$ cat src/rtl/shift_pkg.sv
// Shared encodings for the iterative shift unit: FSM states, shift modes,
// operand sources and shift-amount sources.
package shift_pkg;

    typedef enum logic [1:0] {
        ST_IDLE  = 2'b00,
        ST_SHIFT = 2'b01,
        ST_DONE  = 2'b10
    } state_e;

    typedef enum logic [1:0] {
        MODE_LSL = 2'b00,
        MODE_LSR = 2'b01,
        MODE_ASR = 2'b10,
        MODE_ROL = 2'b11
    } mode_e;

    typedef enum logic [1:0] {
        SRC_IMM4  = 2'b00,
        SRC_IMM8  = 2'b01,
        SRC_REG_A = 2'b10,
        SRC_ALU   = 2'b11
    } src_sel_e;

    typedef enum logic [1:0] {
        AMT_ONE  = 2'b00,
        AMT_IMM4 = 2'b01,
        AMT_ZERO = 2'b10,
        AMT_FOUR = 2'b11
    } amt_sel_e;

endpackage

$ cat src/rtl/shift_operand_mux.sv
// Combinational operand and shift-amount selection, including Imm4 zero
// extension and Imm8 sign extension to the datapath width.
module shift_operand_mux
    import shift_pkg::*;
#(
    parameter int WIDTH = 16,
    parameter int AMT_W = 4
) (
    input  src_sel_e               src_sel_i,
    input  amt_sel_e               amt_sel_i,
    input  logic [3:0]             imm4_i,
    input  logic [7:0]             imm8_i,
    input  logic [WIDTH-1:0]       reg_a_i,
    input  logic [WIDTH-1:0]       alu_out_i,
    output logic [WIDTH-1:0]       operand_o,
    output logic [AMT_W-1:0]       amount_o
);

    always_comb begin
        operand_o = '0;
        unique case (src_sel_i)
            SRC_IMM4:  operand_o = WIDTH'(imm4_i);
            SRC_IMM8:  operand_o = WIDTH'($signed(imm8_i));
            SRC_REG_A: operand_o = reg_a_i;
            SRC_ALU:   operand_o = alu_out_i;
            default:   operand_o = '0;
        endcase
    end

    always_comb begin
        amount_o = '0;
        unique case (amt_sel_i)
            AMT_ONE:  amount_o = AMT_W'(1);
            AMT_IMM4: amount_o = AMT_W'(imm4_i);
            AMT_ZERO: amount_o = '0;
            AMT_FOUR: amount_o = AMT_W'(4);
            default:  amount_o = '0;
        endcase
    end

endmodule

$ cat src/rtl/iterative_shift_unit.sv
// Multi-cycle shifter: captures an operand, amount and mode on Start, then
// applies one 1-bit step per cycle until the amount is exhausted.
//
//   state    | meaning
//   ---------+--------------------------------------------------------
//   ST_IDLE  | waiting for start_i; captures operand/amount/mode on it
//   ST_SHIFT | one 1-bit step per cycle, counter decrements to zero
//   ST_DONE  | done_o pulse for one cycle, result_o stable
module iterative_shift_unit
    import shift_pkg::*;
#(
    parameter int WIDTH = 16,
    parameter int AMT_W = 4
) (
    input  logic               clk_i,
    input  logic               rst_i,
    input  logic               start_i,
    input  logic [1:0]         src_sel_i,
    input  logic [1:0]         amt_sel_i,
    input  logic [1:0]         mode_i,
    input  logic [3:0]         imm4_i,
    input  logic [7:0]         imm8_i,
    input  logic [WIDTH-1:0]   reg_a_i,
    input  logic [WIDTH-1:0]   alu_out_i,
    output logic               busy_o,
    output logic               done_o,
    output logic [WIDTH-1:0]   result_o
);

    state_e             state_q, state_d;
    mode_e              mode_q,  mode_d;
    logic [WIDTH-1:0]   result_q, result_d;
    logic [AMT_W-1:0]   cnt_q,   cnt_d;

    logic [WIDTH-1:0]   operand;
    logic [AMT_W-1:0]   amount;

    shift_operand_mux #(
        .WIDTH (WIDTH),
        .AMT_W (AMT_W)
    ) u_operand_mux (
        .src_sel_i (src_sel_e'(src_sel_i)),
        .amt_sel_i (amt_sel_e'(amt_sel_i)),
        .imm4_i    (imm4_i),
        .imm8_i    (imm8_i),
        .reg_a_i   (reg_a_i),
        .alu_out_i (alu_out_i),
        .operand_o (operand),
        .amount_o  (amount)
    );

    function automatic logic [WIDTH-1:0] shift_step(input logic [WIDTH-1:0] v,
                                                    input mode_e m);
        logic [WIDTH-1:0] r;
        r = v;
        unique case (m)
            MODE_LSL: r = {v[WIDTH-2:0], 1'b0};
            MODE_LSR: r = {1'b0, v[WIDTH-1:1]};
            MODE_ASR: r = {v[WIDTH-1], v[WIDTH-1:1]};
            MODE_ROL: r = {v[WIDTH-2:0], v[WIDTH-1]};
            default:  r = v;
        endcase
        return r;
    endfunction

    always_comb begin
        state_d  = state_q;
        mode_d   = mode_q;
        result_d = result_q;
        cnt_d    = cnt_q;
        busy_o   = (state_q != ST_IDLE);
        done_o   = (state_q == ST_DONE);

        unique case (state_q)
            ST_IDLE: begin
                if (start_i) begin
                    result_d = operand;
                    cnt_d    = amount;
                    mode_d   = mode_e'(mode_i);
                    state_d  = (amount != '0) ? ST_SHIFT : ST_DONE;
                end
            end
            ST_SHIFT: begin
                result_d = shift_step(result_q, mode_q);
                cnt_d    = cnt_q - AMT_W'(1);
                if (cnt_q == AMT_W'(1)) begin
                    state_d = ST_DONE;
                end
            end
            ST_DONE: begin
                state_d = ST_IDLE;
            end
            default: begin
                state_d = ST_IDLE;
            end
        endcase
    end

    always_ff @(posedge clk_i or posedge rst_i) begin
        if (rst_i) begin
            state_q  <= ST_IDLE;
            mode_q   <= MODE_LSL;
            result_q <= '0;
            cnt_q    <= '0;
        end else begin
            state_q  <= state_d;
            mode_q   <= mode_d;
            result_q <= result_d;
            cnt_q    <= cnt_d;
        end
    end

    assign result_o = result_q;

endmodule

$ cat config.mk
export PLATFORM = sky130hd
export DESIGN_NAME = iterative_shift_unit
export DESIGN_NICKNAME = d
export VERILOG_FILES = /design/src/rtl/shift_pkg.sv /design/src/rtl/shift_operand_mux.sv /design/src/rtl/iterative_shift_unit.sv
export SDC_FILE = /design/constraint.sdc
export NUM_CORES = 1
export LEC_CHECK = 0
export ABC_AREA = 0
export BUFFER_PORTS_ARGS = -buffer_cell sky130_fd_sc_hd__buf_2
export CORE_MARGIN = 1.5
export CORE_UTILIZATION = 46
export CTS_CLUSTER_DIAMETER = 30
export DETAILED_ROUTE_END_ITERATION = 6
export GPL_TIMING_DRIVEN = 1
export PLACE_DENSITY = 0.84
export SYNTH_ARGS = -nofsm -noshare
export SYNTH_HDL_FRONTEND = slang
export SYNTH_SLANG_ARGS = --single-unit
$ cat constraint.sdc
create_clock -name clk_i -period 3 [get_ports clk_i]
set_input_delay 0.6 -clock clk_i [delete_from_list [all_inputs] [get_ports clk_i]]
set_output_delay 0.6 -clock clk_i [all_outputs]
set_load 0.05 [all_outputs]
======== Word level (Yosys, flattened, before mapping) ========
Index checks and enable logic that the tools add are counted.
cells by class
  equality and inequality tests ........... 15
  add/subtract/negate cells ............... 1
  reductions and logical operators ........ 11
  mux-type cells .......................... 11
operator list
  kind                   count
  $pmux W16 S4           2
  $pmux W16 S2           1
  $mux W16               1
  $pmux W4 S4            1
  $eq A2 B2 Y1 const B   7
  $eq A2 B1 Y1 const B   4
  $logic_not A2 Y1       4
  $pmux W4 S2            1
  $mux W2                3
  $ne A2 B2 Y1 const B   3
  $reduce_and A2 Y1      3
  $eq A4 B1 Y1 const B   1
  $mux W4                1
  $pmux W2 S2            1
  $reduce_bool A2 Y1     2
  $reduce_bool A4 Y1     1
  $sub A4 B1 Y4 const B  1
  $reduce_and A3 Y1      1
word-level totals
  register bits after elaboration ......... 24
  input bits .............................. 53
  output and inout port bits .............. 18
  logic and storage cells ................. 43

======== Logic depth before layout (Yosys ltp) ========
Gate-level depths: netlist (run 1).
  depth after elaboration ................. 6
  gate-level depth with buffers ........... 6
  gate-level depth less buffers ........... 5

======== Cells and area by module ========
From an unflattened synthesis (run 1), not the netlist that was laid out.
unflattened totals
  cells, all modules ...................... 182
  area, all modules ....................... 1905.6 um^2
by module, submodules not included
  module                area each (um^2)  cells an instance  seq. area each (um^2)  times used
  iterative_shift_unit  1436.4            143                600.6                  1
  shift_operand_mux     469.2             39                 0.0                    1

======== Worst setup path after synthesis (run 1) ========
OpenSTA, ideal clock, no wires.
  path type ............................... register -> output
  start ................................... register state_q[0]
  end ..................................... output port done_o
  required time ........................... 2.400 ns
  data arrival time ....................... 1.266 ns
  path slack .............................. 1.134 ns
  buffers on the path ..................... 1
  stages on the path, launching flop included .. 3
  path through ............................ dfrtp_1 buf_4 nor2b_1
on the way
  longest elaborated chain between the ends .. 1
ends and longest elaborated chain
  what                      RTL line                     source
  start: declaration        iterative_shift_unit.sv:30   state_e state_q, state_d;
  start signal: assignment  iterative_shift_unit.sv:106  state_q <= state_d;
  $eq A2 B2 Y1              iterative_shift_unit.sv:72   done_o = (state_q == ST_DONE);
  end: declaration          iterative_shift_unit.sv:26   output logic done_o,
No other way between the ends.

======== Worst setup path in the final report (run 1) ========
  start ................................... register state_q[0]
  end ..................................... output port busy_o
on the way
  longest elaborated chain between the ends .. 1
ends and longest elaborated chain
  what                RTL line                    source
  $reduce_bool A2 Y1  iterative_shift_unit.sv:71  busy_o = (state_q != ST_IDLE);
  end: declaration    iterative_shift_unit.sv:25  output logic busy_o,
No other way between the ends.

==> impl_metrics.tcl, run 1 <==
set metrics [dict create \
    grt_usage_pct 22.0 \
    numPlacedInstances 303 \
    io_buffers 70 \
    dp_hpwl_um 3360 \
    synth_top_cell_area_share_pct 33.2 \
    drt-total-wl_um 4520 \
    switching_share_pct 52.5 \
    cts_root_buf "clkbuf_8" \
    powerDensity_nw_per_um2 1010 \
    rsz0062_at_grt "false" \
    ctsHtreeMaxLevel 1 \
    drive_gt1_share_pct 39.0 \
    dpl_cell_area_um2 2120 \
    max_slew_margin_pct 36.8 \
    start_util_pct 48.7 \
    critPathArrivalTime_ns 1.37 \
    rows 22 \
    area.growth.synth_to_final_pct 20.3 \
    synthesis.nets 252 \
    comb_power_share_pct 59.7 \
    drt-initial-drc-count 138 \
    antenna_found_initial 0 \
    seqPwrFrac_pct 30.0 \
    place_ws_ns 0.980 \
    dieArea_um2 4320 \
    ys_warn_count 0 \
    yosys.area.top_type "dfrtp_1" \
    io_pins 71 \
    clk_latency_ns 0.27 \
    hold_viol_final 0 \
    routedWlPerCell_um 14.7 \
    path_class "register to output port" \
    fp.dieW_um 65.7 \
    grt_pass1_wl_um 7250 \
    clk_path_buf_depth 2 \
    gp_congestion 1.01 \
    synth_edf_count 0 \
    coreArea_um2 3720 \
    async_flop_share_pct 100 \
    critPathLaunchType "register" \
    worst_pin_slew_ns 0.947 \
    fillerInstances 353 \
    synth_commonest_cells "43 x nand2_1, 26 x a21oi_1, 24 x dfrtp_1" \
    cp-end-kind "output port" \
    dr.pass1.iters 4 \
    drc 0 \
    p_leak_nw 1.09 \
    fin_cells 307 \
    synth_ff_type "dfrtp_1" \
    via_count 1770 \
    netlist_instances 197 \
    clkPwrFrac_pct 10.3 \
    min_period_over_period_pct 65.7 \
    maxCapViolCount 0 \
    peakVddDrop_v 0.000643 \
    grt_max_degree 25 \
    multi_input_area_um2 1080 \
    clk_pin_slew_ns 0.09 \
    min_period_ns 1.97 \
    cts_buffers 3 \
    ys_seq_area_share_pct 33.2 \
    clock.fmax_mhz 508 \
    fin_nets 315 \
    diodes 0 \
    p_total_mw 2.20 \
    fin_hold_ws_ns 0.531 \
    ant_nets 0 \
    status "finished clean" \
    postCtsSetupBuffers 0 \
    final_max_slew_viol_count 0 \
    worstPathRequired_ns 2.40 \
    skew_ns 0.00639 \
    cts_hold_buf 0 \
    final_util_pct 58.6 \
    setup_tns_ns 0 \
    synthTopCellsByArea "dfrtp_1 33%, nand2_1 8.9%, a21oi_1 7.2%, mux2_2 5.6%, a211o_1 5.3%" \
    synth.cell_area_um2 1810 \
    fin_area_um2 2180 \
    cts_tree "built" \
    p_switching_mw 1.16 \
    setup_violations 0 \
    syn_avg_cell_area_um2 9.18 \
    grt_overflow_total 0 \
    viasPerCell 5.77 \
    ys_types 44 \
    grt_pass1_vias 1510 \
    cp_max_fo 12 \
    synth_seq_cells 24 \
    hold_path_class "input port to asynchronous set/reset pin" \
    p_int_mw 1.05 \
    fp.dieH_um 65.7 \
    synth_most_common_cell "nand2_1" \
    timing.final.ws_setup_ns 1.03 \
    cts_resized 0 \
    seqCellArea_um2 601 \
    clock_sinks 24 \
]
==> sequential cells by signal (all words and copies together), names as in the netlist <==
signal,cells
result_o,16
cnt_q,4
mode_q,2
state_q,2
==> final cells by class <==
| type | instances | share of cell area [%] |
|---|---|---|
| sequential | 24 | 27.6 |
| clock buffer | 4 | 2.53 |
| inverter | 6 | 1.03 |
| timing repair buffer | 71 | 16.4 |
| multi-input combinational | 154 | 49.7 |
| tap | 48 | 2.76 |
==> cell usage in the layout (no fill, tap or decap), types with 2 or more instances in the layout <==
master	Yosys	layout
a221o_1	2	2
a31oi_1	2	2
and2b_1	2	2
inv_1	6	6
a211o_1	11	11
o21ai_0	8	8
mux4_2	4	4
mux2_4	5	5
a22oi_1	3	3
dfrtp_1	24	24
ha_1	2	2
buf_2	5	70
nor2b_1	4	4
nor2_1	5	5
clkbuf_8	0	4
nand2_1	43	43
mux2_2	9	9
a21oi_1	26	26
o31ai_1	2	2
a211oi_1	2	2
nor3_1	4	4
==> power groups by stage <==
stage | Clock (mW) | Combinational (mW) | Sequential, mW
3_5_place_dp | 0 | 1.31 | 0.665
4_1_cts | 0.228 | 1.32 | 0.658
3_3_place_gp | 0 | 1.30 | 0.663
2_1_floorplan | 0 | 0.852 | 0.887
5_1_grt | 0.241 | 1.42 | 0.684
6_report | 0.227 | 1.31 | 0.661
==> final timing paths <==
path                            cells past startpoint                  endpoint  slack, ns               startpoint
min in group clk_i                                  2   result_o[0]$_DFFE_PP0P_       0.54  result_o[0]$_DFFE_PP0P_
worst min register to register                      2   result_o[0]$_DFFE_PP0P_       0.54  result_o[0]$_DFFE_PP0P_
max in group asynchronous                           2   result_o[2]$_DFFE_PP0P_       1.89                    rst_i
worst max-delay path                                2                    busy_o       1.03   state_q[0]$_DFFE_PP0P_
worst max register to register                      4  result_o[15]$_DFFE_PP0P_       1.28   state_q[0]$_DFFE_PP0P_
worst min-delay path                                2   result_o[3]$_DFFE_PP0P_       0.53                    rst_i
==> worst max-delay path, cell delays in order, from the launching register on <==
cell     delay [ns]
dfrtp_1        0.54
or2_2          0.35
buf_2          0.21
==> cells by family after synthesis <==
| family | after synthesis | synth area share (%) |
|---|---|---|
| muxes | 19 | 15.3 |
| AOI/OAI and AO/OA | 66 | 24.9 |
| adders and majority gates | 2 | 1.38 |
| and+or+nand+nor | 65 | 16.4 |
| buffers and inverters | 19 | 7.05 |
| DFF | 24 | 33.2 |
| xor gates and xnor gates | 2 | 1.80 |
==> layer usage <==
| metal | vias to the layer above | global-route usage, % | share of wire (%) |
|---|---|---|---|
| li1 | 839 | - | - |
| met1 | 832 | 31.3 | 42 |
| met2 | 87 | 33.2 | 47 |
| met3 | 12 | 2.57 | 7.2 |
| met4 | 0 | 10.7 | 3.2 |
| met5 | - | 0 | 0 |
No activity file was read; power rests on OpenSTA's default activity.
==> run 2: changes to the inputs <==
Settings changed: CORE_UTILIZATION 46 to 44.
Clock period 3 ns to 1.7 ns, I/O delays scaled along.
==> impl_metrics.tcl, run 2 (same netlist as run 1, synthesis figures left out) <==
set metrics [dict create \
    status "finished clean" \
    dr.pass1.iters 4 \
    powerDensity_nw_per_um2 1800 \
    r2r-end "result_o[10]$_DFFE_PP0P_" \
    reg2regPathDepth 5 \
    grt_usage_pct 22.0 \
    seqPwrFrac_pct 28.9 \
    setup_violations 0 \
    min_period_ns 1.64 \
    rsz0062_at_grt "false" \
    path_class "register to output port" \
    min_period_over_period_pct 96.2 \
    clock.fmax_mhz 611 \
    routedWlPerCell_um 14.9 \
    grt_overflow_total 0 \
    viasPerCell 5.60 \
    dp_hpwl_um 3640 \
    cts_buffers 3 \
    grt_pass1_wl_um 7540 \
    drt-initial-drc-count 149 \
    drc 0 \
    setup_tns_ns 0 \
    ant_nets 0 \
    area.growth.synth_to_final_pct 25.5 \
    critPathLaunchType "register" \
    clock_sinks 24 \
    numPlacedInstances 317 \
    hold_viol_final 0 \
    layout_common_cells "70 x buf_2, 43 x nand2_1, 26 x a21oi_1" \
    worstPathRequired_ns 1.36 \
    coreArea_um2 3970 \
    maxCapViolCount 0 \
    rr_startpoint "state_q[1]$_DFFE_PP0P_" \
    io_pins 71 \
    peakVddDrop_v 0.000860 \
    final_common_cell "buf_2" \
    clk_path_buf_depth 2 \
    ctsHtreeMaxLevel 1 \
    cts_tree "built" \
    comb_power_share_pct 62.9 \
    via_count 1792 \
    fp.dieH_um 67.1 \
    fin_nets 327 \
    clk_pin_slew_ns 0.08 \
    io_buffers 70 \
    worst_pin_slew_ns 0.332 \
    final_max_slew_viol_count 0 \
    grt_pass1_vias 1645 \
    hold_path_class "input port to asynchronous set/reset pin" \
    clk_latency_ns 0.26 \
    skew_ns 0.00269 \
    max_slew_margin_pct 77.9 \
    cp-end-kind "output port" \
    largest_register_ffs 16 \
    start_util_pct 45.6 \
    grt_max_degree 25 \
    drive_gt1_share_pct 42.2 \
    p_int_mw 2.00 \
    switching_share_pct 51.1 \
    diodes 0 \
    fin_cells 320 \
    worstSetupStartpoint "state_q[1]$_DFFE_PP0P_" \
    drt-total-wl_um 4770 \
    gp_congestion 0.815 \
    cts_root_buf "clkbuf_8" \
    p_leak_nw 1.15 \
    clkPwrFrac_pct 8.2 \
    fin_hold_ws_ns 0.114 \
    fp.dieW_um 67.1 \
    antenna_found_initial 0 \
    r2r_slack_ns 0.29 \
    rows 23 \
    cp_max_fo 11 \
    critPathArrivalTime_ns 1.30 \
    dieArea_um2 4510 \
    p_switching_mw 2.08 \
]
## run 2: through the flow
| step | utilization (%) | total power [mW] | setup WS (ns) | area, um^2 |
|---|---|---|---|---|
| floorplan | - | 3.07 | 0.0942 | 1810 |
| global placement | 56.1 | 3.67 | 0.0967 | 2230 |
| detailed placement | 56.1 | 3.73 | 0.0496 | 2230 |
| CTS | 57.2 | 4.09 | 0.0222 | 2270 |
| global route | 57.2 | 4.38 | 0.0357 | 2270 |
| finish | 57.2 | 4.08 | 0.0643 | 2270 |
## run 2: critical path, stage by stage, from the launching register on
cell and delay [ns]:
dfrtp_2 0.49, or2_2 0.33, buf_2 0.21
## run 2: layout make-up
cell class	instances	area, um^2
inverter	6	22.5
tap	50	62.6
multi-input combinational	154	1080
clock buffer	3	41.3
timing repair buffer	83	460
fill	360	1700
sequential	24	603
## run 2: how the worst max path moves through the flow
stage,end,slack [ns],cells after the start
finish,busy_o,0.06,2
global route,busy_o,0.04,2
CTS,busy_o,0.02,2
detailed placement,result_o[12]$_DFFE_PP0P_,0.05,6
global placement,result_o[12]$_DFFE_PP0P_,0.1,6
floorplan,done_o,0.09,2
## run 2: routing by layer
| metal | up-vias | routed length, um | global-route usage [%] |
|---|---|---|---|
| met1 | 853 | 1970 | 28.3 |
| li1 | 864 | - | - |
| met5 | - | 0 | 0 |
| met4 | 0 | 80 | 7.40 |
| met3 | 8 | 302 | 4.22 |
| met2 | 67 | 2420 | 36.9 |
## run 2: what timing repair did
| item | 4_1_cts | 5_1_grt |
|---|---|---|
| resized for setup | 1 | 1 |
| buffers inserted | 0 | 0 |
| hold buffers | 0 | 0 |
| setup endpoints to repair | 1 | 1 |
| pin swaps | 0 | 0 |
## run 2: power by group through the flow
| stage | registers (mW) | clock network, mW | logic (mW) |
|---|---|---|---|
| global placement | 1.17 | 0 | 2.50 |
| CTS | 1.17 | 0.343 | 2.58 |
| global route | 1.21 | 0.361 | 2.81 |
| finish | 1.18 | 0.334 | 2.57 |
| floorplan | 1.57 | 0 | 1.50 |
| detailed placement | 1.18 | 0 | 2.56 |
==> run 3: changes to the inputs <==
==> constraint.sdc (replaced) <==
create_clock -name clk_i -period 1.7 [get_ports clk_i]
set_input_delay 0.085 -clock clk_i [delete_from_list [all_inputs] [get_ports clk_i]]
set_output_delay 0.085 -clock clk_i [all_outputs]
set_load 0.05 [all_outputs]
==> impl_metrics.tcl, run 3 (same netlist as run 1, synthesis figures left out) <==
set metrics [dict create \
    status "finished clean" \
    start_util_pct 45.6 \
    cp-end-kind "output port" \
    setup_tns_ns 0 \
    p_leak_nw 1.13 \
    clock.fmax_mhz 687 \
    cts_root_buf "clkbuf_8" \
    final_common_cell "buf_2" \
    seqCellArea_um2 601 \
    peakVddDrop_v 0.000944 \
    fin_hold_ws_ns 0.0384 \
    min_period_over_period_pct 85.6 \
    gp_congestion 0.876 \
    comb_power_share_pct 62.6 \
    fp.dieW_um 67.1 \
    drive_gt1_share_pct 40.4 \
    fp.dieH_um 67.1 \
    grt_pass1_vias 1566 \
    p_int_mw 1.96 \
    drt-total-wl_um 4550 \
    hold_viol_final 0 \
    grt_max_degree 25 \
    setup_violations 0 \
    ctsHtreeMaxLevel 1 \
    clk_path_buf_depth 2 \
    fillerInstances 377 \
    io_buffers 70 \
    grt_pass1_wl_um 7450 \
    maxCapViolCount 0 \
    skew_ns 0.00500 \
    viasPerCell 5.43 \
    dieArea_um2 4510 \
    reg2regPathDepth 4 \
    dp_hpwl_um 3480 \
    dr.pass1.iters 4 \
    area.growth.synth_to_final_pct 24.3 \
    io_pins 71 \
    multi_input_area_um2 1080 \
    final_max_slew_viol_count 0 \
    seqPwrFrac_pct 29.1 \
    fin_nets 324 \
    clk_latency_ns 0.26 \
    worstPathRequired_ns 1.62 \
    min_period_ns 1.46 \
    cp_max_fo 12 \
    grt_usage_pct 21.7 \
    coreArea_um2 3970 \
    path_class "register to output port" \
    p_switching_mw 2.06 \
    grtUsageMet3_pct 2.03 \
    layout_common_cells "70 x buf_2, 43 x nand2_1, 26 x a21oi_1" \
    critPathLaunchType "register" \
    busiest_layer "met2" \
    ant_nets 0 \
    use_met2_pct 36.1 \
    met1_usage_pct 30.2 \
    powerDensity_nw_per_um2 1790 \
    via_count 1720 \
    rows 23 \
    max_slew_margin_pct 66.2 \
    drc 0 \
    clock_sinks 24 \
    cts_buffers 3 \
    drt-initial-drc-count 107 \
    cts_tree "built" \
    routedWlPerCell_um 14.4 \
    postCtsSetupBuffers 0 \
    diodes 0 \
    worst_pin_slew_ns 0.506 \
    clkPwrFrac_pct 8.3 \
    grt_overflow_total 0 \
    switching_share_pct 51.2 \
    hold_path_class "input port to register" \
    critPathArrivalTime_ns 1.37 \
    hold_depth 3 \
    rsz0062_at_grt "false" \
    largest_register_ffs 16 \
    clk_pin_slew_ns 0.08 \
    antenna_found_initial 0 \
]
==> run 3: area by class of cell <==
| type | count | share of cell area (%) |
|---|---|---|
| Clock buffer | 3 | 1.84 |
| Sequential cell | 24 | 26.7 |
| Inverter | 6 | 1.00 |
| Tap cell | 50 | 2.78 |
| Timing Repair Buffer | 80 | 19.6 |
| Multi-Input combinational cell | 154 | 48.1 |
==> run 3: repair_timing <==
item | in CTS | in global routing
setup endpoints to repair | 0 | 0
gates resized for setup | 0 | 0
hold endpoints to repair | 24 | 0
hold buffers | 1 | 0
==> run 3: metal layers <==
layer | up-vias | part of all wire (%)
met4 | 0 | 0.72
met1 | 813 | 46
met3 | 2 | 4.6
met2 | 49 | 49
met5 | - | 0
li1 | 856 | -
==> run 3: metrics by stage <==
stage / cells / util [%] / total power [mW] / area, um^2 / setup slack, ns
floorplan: 197 / - / 3.07 / 1810 / 0.339
global placement: 313 / 55.3 / 3.62 / 2200 / 0.246
detailed placement: 313 / 55.3 / 3.69 / 2200 / 0.212
CTS: 317 / 56.6 / 4.03 / 2250 / 0.252
global route: 317 / 56.6 / 4.33 / 2250 / 0.143
finish: 317 / 56.6 / 4.01 / 2250 / 0.245
==> run 3: worst paths after layout <==
path / from / to / slack (ns)
hold reg to reg: cnt_q[3]$_DFFE_PP0P_ / cnt_q[3]$_DFFE_PP0P_ / 0.54
setup reg to reg: state_q[1]$_DFFE_PP0P_ / result_o[14]$_DFFE_PP0P_ / 0.27
max in group asynchronous: rst_i / result_o[2]$_DFFE_PP0P_ / 1.05
setup / recovery: state_q[0]$_DFFE_PP0P_ / busy_o / 0.24
hold / removal: mode_i[0] / mode_q[0]$_DFFE_PP0P_ / 0.04
min in group asynchronous: rst_i / result_o[13]$_DFFE_PP0P_ / 0.41
==> run 3: power groups by stage <==
stage                     Combinational [mW]  Clock [mW]  Sequential (mW)
after detailed placement                2.51           0             1.18
after floorplan                         1.50           0             1.57
after global routing                    2.75       0.367             1.22
after CTS                               2.52       0.339             1.16
final                                   2.51       0.331             1.17
after global placement                  2.45           0             1.17
==> run 3: critical path, stage by stage, from the launching register on <==
cell	delay, ns
dfrtp_1	0.54
or2_2	0.36
buf_2	0.22
